`config.mk`:
```
export PLATFORM = sky130hd
export DESIGN_NAME = l2_cacheline_adaptor
export DESIGN_NICKNAME = d
export VERILOG_FILES = /design/src/rtl/l2_pkg.sv /design/src/rtl/l2_cacheline_adaptor.sv
export SDC_FILE = /design/constraint.sdc
export NUM_CORES = 1
export LEC_CHECK = 0
export CAP_MARGIN = 20
export CORE_AREA = 2 2 281 283
export DETAILED_ROUTE_END_ITERATION = 12
export DIE_AREA = 0 0 283 285
export PLACE_DENSITY_LB_ADDON = 0.25
export SLEW_MARGIN = 20
export SYNTH_ARGS = -nofsm -noshare
export SYNTH_HDL_FRONTEND = slang
export SYNTH_SLANG_ARGS = --single-unit
```
`constraint.sdc`:
```
create_clock -name clk -period 24 [get_ports clk]
set_input_delay 4.8 -clock clk [delete_from_list [all_inputs] [get_ports clk]]
set_output_delay 4.8 -clock clk [all_outputs]
set_load 0.005 [all_outputs]
```
`src/rtl/l2_pkg.sv`:
```
// l2_pkg: shared definitions for the L2 cacheline adaptor.
//   - line/burst/address width constants and the beats-per-line count
//   - adaptor_state_t: adaptor FSM states
//   - align_line_addr(): clears the byte-offset bits of a line address
package l2_pkg;

  localparam int S_OFFSET = 5;
  localparam int S_BURST  = 64;
  localparam int S_ADDR   = 32;
  localparam int LINE_W   = 8 * (2 ** S_OFFSET);
  localparam int BEATS    = LINE_W / S_BURST;
  localparam int CNT_W    = $clog2(BEATS);

  typedef enum logic [1:0] {
    IDLE,
    READ,
    WRITE,
    DONE
  } adaptor_state_t;

  // Memory always works on whole lines, so the byte offset within the line
  // is dropped rather than passed through.
  function automatic logic [S_ADDR-1:0] align_line_addr(input logic [S_ADDR-1:0] addr);
    return {addr[S_ADDR-1:S_OFFSET], {S_OFFSET{1'b0}}};
  endfunction

endpackage

```
`src/rtl/l2_cacheline_adaptor.sv`:
```
// l2_cacheline_adaptor: bridges the L2 data array's full-line port to a
// burst memory interface.
//   Fill:      4 memory beats are collected into line_o (ascending order,
//              beat 0 = bytes 0-7), then resp_o pulses for one cycle.
//   Writeback: line_i is captured at request time and streamed out on
//              burst_o, one beat per accepted resp_i, then resp_o pulses.
// Ports:
//   clk, rst             clock, asynchronous active-high reset
//   line_i / line_o      writeback line in / assembled fill line out
//   address_i            request address from the L2 controller
//   read_i / write_i     fill / writeback requests (write wins if both)
//   resp_o               one-cycle completion pulse to the controller
//   burst_i / burst_o    memory read beat in / memory write beat out
//   address_o            line-aligned memory address
//   read_o / write_o     memory read / write requests (registered)
//   resp_i               memory beat-accept / beat-valid strobe
module l2_cacheline_adaptor
  import l2_pkg::*;
#(
  parameter int s_offset = S_OFFSET,
  parameter int s_burst  = S_BURST,
  parameter int s_addr   = S_ADDR
) (
  input  logic                       clk,
  input  logic                       rst,
  input  logic [8*(2**s_offset)-1:0] line_i,
  output logic [8*(2**s_offset)-1:0] line_o,
  input  logic [s_addr-1:0]          address_i,
  input  logic                       read_i,
  input  logic                       write_i,
  output logic                       resp_o,
  input  logic [s_burst-1:0]         burst_i,
  output logic [s_burst-1:0]         burst_o,
  output logic [s_addr-1:0]          address_o,
  output logic                       read_o,
  output logic                       write_o,
  input  logic                       resp_i
);

  localparam int LINE_BITS = 8 * (2 ** s_offset);
  localparam int NBEATS    = LINE_BITS / s_burst;
  localparam int CW        = $clog2(NBEATS);
  localparam logic [CW-1:0] LAST_CNT = CW'(NBEATS - 1);

  adaptor_state_t state, state_next;
  logic [CW-1:0]        cnt, cnt_next;
  logic [LINE_BITS-1:0] line_buf;

  logic accept_write;
  logic accept_read;
  logic capture_beat;

  // A simultaneous read and write request resolves to the writeback; the
  // dropped read is re-issued by the controller.
  assign accept_write = (state == IDLE) && write_i;
  assign accept_read  = (state == IDLE) && !write_i && read_i;
  assign capture_beat = (state == READ) && resp_i;

  // Next-state logic. The beat counter advances only on resp_i, so memory
  // may insert any number of stall cycles between beats.
  always_comb begin
    state_next = state;
    cnt_next   = cnt;
    case (state)
      IDLE: begin
        if (accept_write) begin
          state_next = WRITE;
        end else if (accept_read) begin
          state_next = READ;
        end
      end
      READ, WRITE: begin
        if (resp_i) begin
          if (cnt == LAST_CNT) begin
            cnt_next   = '0;
            state_next = DONE;
          end else begin
            cnt_next = cnt + 1'b1;
          end
        end
      end
      DONE: begin
        state_next = IDLE;
      end
      default: begin
        state_next = IDLE;
        cnt_next   = '0;
      end
    endcase
  end

  // State register and beat counter.
  always_ff @(posedge clk or posedge rst) begin
    if (rst) begin
      state <= IDLE;
      cnt   <= '0;
    end else begin
      state <= state_next;
      cnt   <= cnt_next;
    end
  end

  // Registered outputs and datapath. Request strobes and resp_o are decoded
  // from the next state so they line up with the state they describe.
  always_ff @(posedge clk or posedge rst) begin
    if (rst) begin
      read_o    <= 1'b0;
      write_o   <= 1'b0;
      resp_o    <= 1'b0;
      address_o <= '0;
      line_buf  <= '0;
      line_o    <= '0;
    end else begin
      read_o  <= (state_next == READ);
      write_o <= (state_next == WRITE);
      resp_o  <= (state_next == DONE);
      if (accept_write || accept_read) begin
        address_o <= align_line_addr(address_i);
      end
      if (accept_write) begin
        line_buf <= line_i;
      end
      if (capture_beat) begin
        line_o[s_burst*cnt +: s_burst] <= burst_i;
      end
    end
  end

  // The write beat follows the counter combinationally so memory sees the
  // next beat as soon as the previous one is accepted.
  assign burst_o = write_o ? line_buf[s_burst*cnt +: s_burst] : '0;

endmodule

```
Word level (Yosys, flattened, before mapping)

Cells that the tools add are included.

Register bits: 546
Word-level logic and storage cells: 37
Output and inout port bits: 355
Input bits: 357

$add $sub $neg: 2
Reductions and logical operators: 9
Mux-type cells: 8
Shift operators: 3
Equality and inequality tests: 7

Operators by type and width:

| operator                  | count |
|---|---|
| $bwmux 256                | 1 |
| $shift 64x34->256 const A | 1 |
| $shiftx 256x9->64         | 1 |
| $shiftx 64x34->256        | 1 |
| $mux 64                   | 1 |
| $neg 8->34                | 1 |
| $eq 2x2->1 const B        | 5 |
| $mux 2                    | 5 |
| $pmux 2 s3                | 1 |
| $eq 2x1->1 const B        | 2 |
| $logic_and 1x1->1         | 4 |
| $add 2x1->2 const B       | 1 |
| $logic_not 2->1           | 1 |
| $reduce_and 2->1          | 1 |
| $reduce_or 2->1           | 1 |
| $logic_not 1->1           | 1 |
| $logic_or 1x1->1          | 1 |

Longest topological paths before layout

Gate-level depths: netlist (run 1).

Word-level depth: 7
Gate-level depth with buffers: 8
Depth with buffers taken out: 5

Worst setup path after synthesis (run 1)

OpenSTA, ideal clock, no wires.

Kind: register to output
From: reg cnt[0]
To: out burst_o[35]
Slack: 17.631 ns
Data required time: 19.200 ns
Cell stages (with the launch flop): 6
Data arrival time: 1.569 ns
Cell sequence: dfrtp_1 buf_4 buf_6 buf_6 mux4_2 and2_1

Longest elaborated chain between the ends: 2

Ends and longest elaborated chain:

| item                   | line                        | source |
|---|---|---|
| from (decl)            | l2_cacheline_adaptor.sv:46  | `logic [CW-1:0] cnt, cnt_next;` |
| from (signal assigned) | l2_cacheline_adaptor.sv:99  | `cnt <= cnt_next;` |
| $shiftx 256x9->64      | l2_cacheline_adaptor.sv:131 | `assign burst_o = write_o ? line_buf[s_burst*cnt +: s_burst] : '0;` |
| $mux 64                | l2_cacheline_adaptor.sv:131 |  |
| to (decl)              | l2_cacheline_adaptor.sv:33  | `output logic [s_burst-1:0] burst_o,` |

Every way passes these cells.

==> reports/qor.log, run 1 <==
INFO  run_status     status=completed
INFO  floorplan      initial_core_util=0.2824
INFO  power_and_ir_drop peakVddDrop=0.06064mV
INFO  floorplan      dieWidth=283µm
INFO  critical_path  critPathMaxFanout=116
INFO  routing        top_layer=met5
INFO  critical_path  critPathArrivalTime=9.30ns
INFO  finish         area_delta_synth_final=45.80%
INFO  routing        via_count=15,040
INFO  timing         slew_violations=0
INFO  critical_path  start_kind=primary input
INFO  power_and_ir_drop powerDensity=128.2mW/mm²
INFO  clock_network  clkLatencyLatePin=0.61ns
INFO  timing         worstMarginPinSlew=1.072ns
INFO  clock_network  clock_tree.root_cell=sky130_fd_sc_hd__clkbuf_16
INFO  routing        pre_antenna_drt_iters=4
INFO  routing        drt.antenna.violating_nets=0
INFO  placement      place_congestion=0.7736
INFO  synthesis      ys_types=30
INFO  grt            grt_first_pass_wirelength=108,600µm
INFO  routing        post_drt_via_cell_ratio=4.759
INFO  worst_hold_path min_to=line_o[228]
INFO  grt            grt_pass1_vias=16,470
INFO  critical_path  critical-path-top-delay-family=buffers and inverters
INFO  clock_network  cts-htree-levels=2
INFO  critical_path  timing.critical_path.depth=6
INFO  placement      hpwlAfterDp=48,710µm
INFO  synthesis      synth_area=0.02202mm²
INFO  grt            grt_max_degree=166
INFO  clock_network  cts_setup_buffers=0
INFO  job            timing.max_cap.violations=0
INFO  critical_path  crit_path_cell_trace=clkdlybuf4s50_1 -> inv_8 -> buf_4 -> buf_4 -> buf_4 -> buf_4
INFO  critical_path  reg2reg_slack=20.66ns
INFO  timing         finalCriticalPeriod=8.798ns
INFO  critical_path  cpPeakStageDelay=0.85ns
INFO  clock_network  cts-hold-fix-buffers=0
INFO  placement      dp_cells=3,036
INFO  floorplan      die_footprint=0.08066mm²
INFO  routing        detail_route.wirelength.met1=27,960µm
INFO  clock_network  numCtsBuffers=61
INFO  clock_network  cts-root-to-sink-buffers=3
INFO  synthesis      synth.ff_latch_count=546
INFO  timing         setup_viol=0
INFO  grt            initial_antenna_violation_count=22
INFO  clock_network  cts_tree=done
INFO  timing         final_period_util=0.3666
INFO  worst_hold_path hold-path-cell-count=1
INFO  finish         final_cells=3,161
INFO  timing         grt_setup_unrepaired=false
INFO  placement      place.port_buffers=701
INFO  timing         hold_ws=0.4990ns
INFO  placement      detailed_place.area=0.02989mm²
INFO  worst_hold_path min_path_type=register to register
INFO  critical_path  critical_path.n_buffers_inverters=6
INFO  floorplan      io-pin-count=712
INFO  routing        wl_met2=34,900µm
INFO  synthesis      ys_warn_count=0
INFO  worst_hold_path hold_start=line_o[228]
INFO  critical_path  timing.critical_path.slowest_stage_cell=sky130_fd_sc_hd__buf_4
INFO  synthesis      syn_avg_cell_area=16.09µm²
INFO  timing         totalNegativeSetupSlack=0ns
INFO  synthesis      syn-instance-count=1,368
INFO  critical_path  critical_path_required=24.50ns
INFO  timing         fmax=113.7MHz
INFO  synthesis      synth.yosys.seq_area_share=0.6206
INFO  critical_path  worstReg2RegEnd=line_o[233]
INFO  clock_network  worst_setup_hold_path_clk_slew=0.06ns
INFO  finish         layout.nets=2,417
INFO  floorplan      fp.dieH=285µm
INFO  grt            track_usage=0.1753
INFO  critical_path  rr_startpoint=cnt[0]
INFO  clock_network  post_cts_resized=0
INFO  routing        drcViolationCount=0
INFO  power_and_ir_drop static-leakage-power=13.42nW
INFO  routing        routed-wl-met3=6516µm
INFO  critical_path  crit_path_end_kind=asynchronous set/reset pin
INFO  routing        detail_route.wirelength=71,850µm
INFO  timing         slew-limit-headroom=0.2855
INFO  timing         skew=0.009647ns
INFO  critical_path  critical-path-top-cell-by-count=sky130_fd_sc_hd__buf_4
INFO  timing         timing_hold_violations_final=0
INFO  critical_path  reg2reg_depth=6
INFO  floorplan      placementRows=103
INFO  routing        wl_per_cell=22.73µm
INFO  grt            globalRouteOverflowTotal=0
INFO  clock_network  clkSinkCount=546
INFO  finish         final_layout_size_suffix_gt1_frac=0.2368
INFO  finish         finish.instance_area=0.03210mm²
INFO  routing        dr.first_iter.drc_count=720
INFO  critical_path  setup.worst_path.class=primary input to asynchronous set/reset pin
INFO  floorplan      core_area=0.07797mm²
## metrics by stage
stage	total power, mW	setup slack [ns]	util
after floorplan	2.364	3.936	-
after global placement	3.121	14.36	0.3834
after detailed placement	3.165	14.22	0.3834
after CTS	4.176	14.87	0.4108
after global routing	4.357	14.40	0.4117
final	4.116	15.20	0.4117
## layout by cell type, fill, tap and decap left out, drive strengths merged, types with 16 or more instances in the layout
| cell | n |
|---|---|
| buf | 23 |
| mux2 | 285 |
| dfrtp | 546 |
| clkbuf | 84 |
| a22o | 256 |
| and2 | 65 |
| clkinv | 16 |
| clkdlybuf4s50 | 701 |
| mux4 | 64 |
## logic make-up after synthesis
logic type,count (synthesis),synth area share
simple gates,84,0.02614
compound gates,265,0.1044
other cells,1,0.0001703
buf+inv,114,0.03234
mux,349,0.2112
fa+ha+maj,9,0.005115
flops,546,0.6206
## report_power, final
part | internal, mW | leakage, nW | switching (mW) | total (mW)
Clock | 0.592 | 1.05 | 0.392 | 0.984
Combinational | 1.02 | 5.44 | 0.512 | 1.53
Sequential | 1.34 | 6.94 | 0.259 | 1.60
## final cells by class
class / instances / area, µm²
antenna: 8 / 20.02
clock buffer: 84 / 1775
clock inverter: 31 / 361.6
fill: 7158 / 45870
inverter: 6 / 32.53
multi-input combinational: 712 / 7687
sequential: 546 / 13670
tap: 1050 / 1314
timing repair buffer: 724 / 7238
## registers in the layout, indices dropped and copies added, names as in the netlist
signal and flops:
line_buf 256, line_o 256, write_o 1, resp_o 1
cnt 2, address_o 27, read_o 1, state 2
## worst max-delay path by stage
stage | startpoint | to
final | rst | cnt[0]
after global routing | rst | cnt[0]
after CTS | rst | cnt[0]
after detailed placement | rst | cnt[1]
after global placement | rst | cnt[1]
after floorplan | rst | address_o[10]
## cell usage after synthesis (all sizes together)
cell    number  share of area
dfrtp      546           0.62
mux2       285           0.15
a22o       256           0.10
buf         73          0.025
and2        65          0.018
mux4        64          0.065
clkbuf      35         0.0060
ha           9         0.0051
inv          6         0.0011
nand2        6         0.0016
a21oi        4        0.00091
nand3        4        0.00091
nor4         3         0.0029
a21boi       2        0.00068
o21ai        2        0.00062
and3         1        0.00028
conb         1        0.00017
nand2b       1        0.00028
nand3b       1        0.00051
nor2         1        0.00017
nor3         1        0.00074
o32ai        1        0.00040
or2          1        0.00028
## layer usage
metal  vias up  global-route usage
li1       6525                   -
met1      7763              0.2059
met2       592              0.2920
met3       135             0.06816
met4        28             0.06170
met5         -                   0
Power figures use the tool's default switching activity.
==> inputs of run 2 (changes only) <==
Settings changed: CORE_AREA 2 2 281 283 to 2 2 277 279, DIE_AREA 0 0 283 285 to 0 0 279 281.
Clock period 24 ns to 8 ns, I/O delays scaled along.
==> run 2 against run 1 <==
- sequential power rose to 3.0 times the previous value
- total power increased to 3.0 times the previous value
- cell count is 2.3% lower
- clock skew down 0.00066 ns
- utilization grew 1.1 points
- critical endpoint is now burst_o[40]
- sequential cell count unchanged
- critical path depth decreased by 2
- hold slack better by 0.0011 ns
- setup slack got worse by 12 ns
- largest power group unchanged
- critical path type is now register to output port
==> reports/qor.log, run 2 (synthesized netlist as in run 1, its figures left out) <==
INFO  grt            grt_max_degree=160 [was 166]
INFO  clock_network  worst_setup_hold_path_clk_slew=0.06ns [about the same]
INFO  floorplan      core_area=0.07544mm² [was 0.07797 mm²]
INFO  timing         fmax=190.2MHz
INFO  floorplan      fp.dieH=281µm [was 285 µm]
INFO  critical_path  setup.worst_path.class=register to output port [was primary input to asynchronous set/reset pin]
INFO  clock_network  numCtsBuffers=61 [unchanged]
INFO  grt            initial_antenna_violation_count=19 [was 22]
INFO  routing        detail_route.wirelength=72,310µm [was 71,850 µm]
INFO  critical_path  critical-path-top-delay-family=buffers and inverters [unchanged]
INFO  routing        post_drt_via_cell_ratio=4.859 [was 4.759]
INFO  routing        via_count=15,000 [was 15,040]
INFO  power_and_ir_drop static-leakage-power=13.38nW [was 13.42 nW]
INFO  placement      hpwlAfterDp=49,670µm [was 48,710 µm]
INFO  floorplan      io-pin-count=712 [unchanged]
INFO  timing         slew_violations=0 [unchanged]
INFO  routing        pre_antenna_drt_iters=4 [unchanged]
INFO  clock_network  clkSinkCount=546 [unchanged]
INFO  finish         area_delta_synth_final=44.97% [was 45.80%]
INFO  timing         worstMarginPinSlew=1.163ns [was 1.072 ns]
INFO  critical_path  critical_path_required=6.40ns [was 24.50 ns]
INFO  clock_network  clock_tree.root_cell=sky130_fd_sc_hd__clkbuf_16 [unchanged]
INFO  critical_path  cpPeakStageDelay=0.86ns [was 0.85 ns]
INFO  critical_path  critical_path.n_buffers_inverters=2 [was 6]
INFO  power_and_ir_drop powerDensity=383.6mW/mm² [was 128.2 mW/mm²]
INFO  clock_network  clkLatencyLatePin=0.61ns [about the same]
INFO  critical_path  crit_path_end_kind=output port [was asynchronous set/reset pin]
INFO  grt            grt_first_pass_wirelength=107,400µm [was 108,600 µm]
INFO  finish         layout_common_cells=701 x sky130_fd_sc_hd__clkdlybuf4s50_1, 543 x sky130_fd_sc_hd__dfrtp_1, 285 x sky130_fd_sc_hd__mux2_2 [unchanged]
INFO  timing         slew-limit-headroom=0.2245 [was 0.2855]
INFO  finish         final_common_cell=sky130_fd_sc_hd__clkdlybuf4s50_1 [unchanged]
INFO  placement      dp_cells=2,965 [was 3,036]
INFO  critical_path  crit_path_cell_trace=buf_4 -> mux4_2 -> and2_1 -> clkdlybuf4s50_1 [was clkdlybuf4s50_1 -> inv_8 -> buf_4 -> buf_4 -> buf_4 -> buf_4]
INFO  timing         grt_setup_unrepaired=false [unchanged]
INFO  timing         final_period_util=0.6571
INFO  timing         timing_hold_violations_final=0 [unchanged]
INFO  clock_network  cts_setup_buffers=0 [unchanged]
INFO  timing         skew=0.008986ns [was 0.009647 ns]
INFO  finish         fillCellCount=6,871 [was 7,158]
INFO  placement      detailed_place.area=0.02985mm² [was 0.02989 mm²]
INFO  floorplan      initial_core_util=0.2918 [was 0.2824]
INFO  timing         finalCriticalPeriod=5.257ns
INFO  clock_network  cts_tree=done [unchanged]
INFO  routing        dr.first_iter.drc_count=706 [was 720]
INFO  job            timing.max_cap.violations=0 [unchanged]
INFO  floorplan      die_footprint=0.07840mm² [was 0.08066 mm²]
INFO  routing        drt.antenna.violating_nets=0 [unchanged]
INFO  routing        drcViolationCount=0 [unchanged]
INFO  placement      place.port_buffers=701 [unchanged]
INFO  timing         hold_ws=0.5002ns [was 0.4990 ns]
INFO  finish         layout.nets=2,416 [was 2,417]
INFO  grt            track_usage=0.1800 [was 0.1753]
INFO  power_and_ir_drop peakVddDrop=0.1628mV [was 0.06064 mV]
INFO  clock_network  cts-htree-levels=2 [unchanged]
INFO  grt            grt_pass1_vias=16,310 [was 16,470]
INFO  critical_path  start_kind=register [was primary input]
INFO  critical_path  timing.critical_path.slowest_stage_cell=sky130_fd_sc_hd__buf_4 [unchanged]
INFO  grt            globalRouteOverflowTotal=0 [unchanged]
INFO  critical_path  critPathMaxFanout=44 [was 116]
INFO  floorplan      placementRows=101 [was 103]
INFO  routing        wl_per_cell=23.42µm [was 22.73 µm]
INFO  clock_network  cts-hold-fix-buffers=0 [unchanged]
INFO  clock_network  post_cts_resized=0 [unchanged]
INFO  critical_path  critPathArrivalTime=3.66ns [was 9.30 ns]
INFO  run_status     status=completed [unchanged]
INFO  floorplan      dieWidth=279µm [was 283 µm]
INFO  finish         final_layout_size_suffix_gt1_frac=0.2325 [was 0.2368]
INFO  timing         setup_viol=0 [unchanged]
INFO  finish         top_regs=line_buf x256, line_o x256, address_o x27 [unchanged]
INFO  finish         final_cells=3,087 [was 3,161]
INFO  worst_hold_path min_path_type=register to register [unchanged]
INFO  finish         finish.instance_area=0.03192mm² [was 0.03210 mm²]
INFO  clock_network  cts-root-to-sink-buffers=3 [unchanged]
INFO  placement      place_congestion=0.7935 [was 0.7736]
==> run 2: cell types whose count changed in the layout (fill, tap and decap cells not counted), sizes merged <==
cell      change
clkinv        -4
clkbuf       +14
bufinv        -4
buf           -1
inv           -2
clkinvlp      -3
diode         -2
==> run 2: stage by stage <==
step / power, mW / util / setup slack, ns / setup TNS, ns
4_1_cts: 12.44 / 0.4229 / 2.545 / 0
3_5_place_dp: 9.522 / 0.3957 / 3.255 / 0
3_3_place_gp: 9.387 / 0.3954 / 3.222 / 0
5_1_grt: 12.97 / 0.4231 / 2.428 / 0
2_1_floorplan: 7.094 / - / -1.028 / -561.23
6_report: 12.24 / 0.4231 / 2.743 / 0
==> run 2: power by group <==
part | leakage (nW) | switching [mW] | internal [mW]
clock network | 1.02 | 1.14 | 1.70
logic | 5.43 | 1.56 | 3.04
registers | 6.94 | 0.775 | 4.03
total | 13.4 | 3.48 | 8.77
==> run 2: cell type report <==
class / count / area [µm²] / share of cell area
Antenna cell: 6 / 15.01 / 0.0004704
Clock inverter: 18 / 175.2 / 0.005488
Sequential cell: 546 / 13670 / 0.4283
Inverter: 6 / 28.78 / 0.0009016
Clock buffer: 98 / 1878 / 0.05884
Tap cell: 978 / 1224 / 0.03834
Timing Repair Buffer: 723 / 7232 / 0.2266
Multi-Input combinational cell: 712 / 7695 / 0.2411
==> run 2: path summary, 6_finish.rpt <==
| check | startpoint | endpoint | slack, ns | cells past startpoint |
|---|---|---|---|---|
| setup / recovery | cnt[0] | burst_o[40] | 2.74 | 4 |
| hold / removal | line_buf[135] | line_buf[135] | 0.50 | 1 |
| setup reg to reg | cnt[0] | line_o[66] | 3.90 | 7 |
| hold reg to reg | line_buf[135] | line_buf[135] | 0.50 | 1 |
| max in group asynchronous | rst | line_o[225] | 5.00 | 4 |
| min in group asynchronous | rst | line_buf[42] | 1.46 | 2 |
==> run 2: metal layers <==
metal  part of all wire  track usage  vias up  routed length, µm
li1                   -            -     6505                  -
met1               0.39       0.2145     7791              28340
met2               0.49       0.2997      539              35340
met3              0.084      0.06351      140               6108
met4              0.033      0.06658       24               2369
met5             0.0021            0        -                154
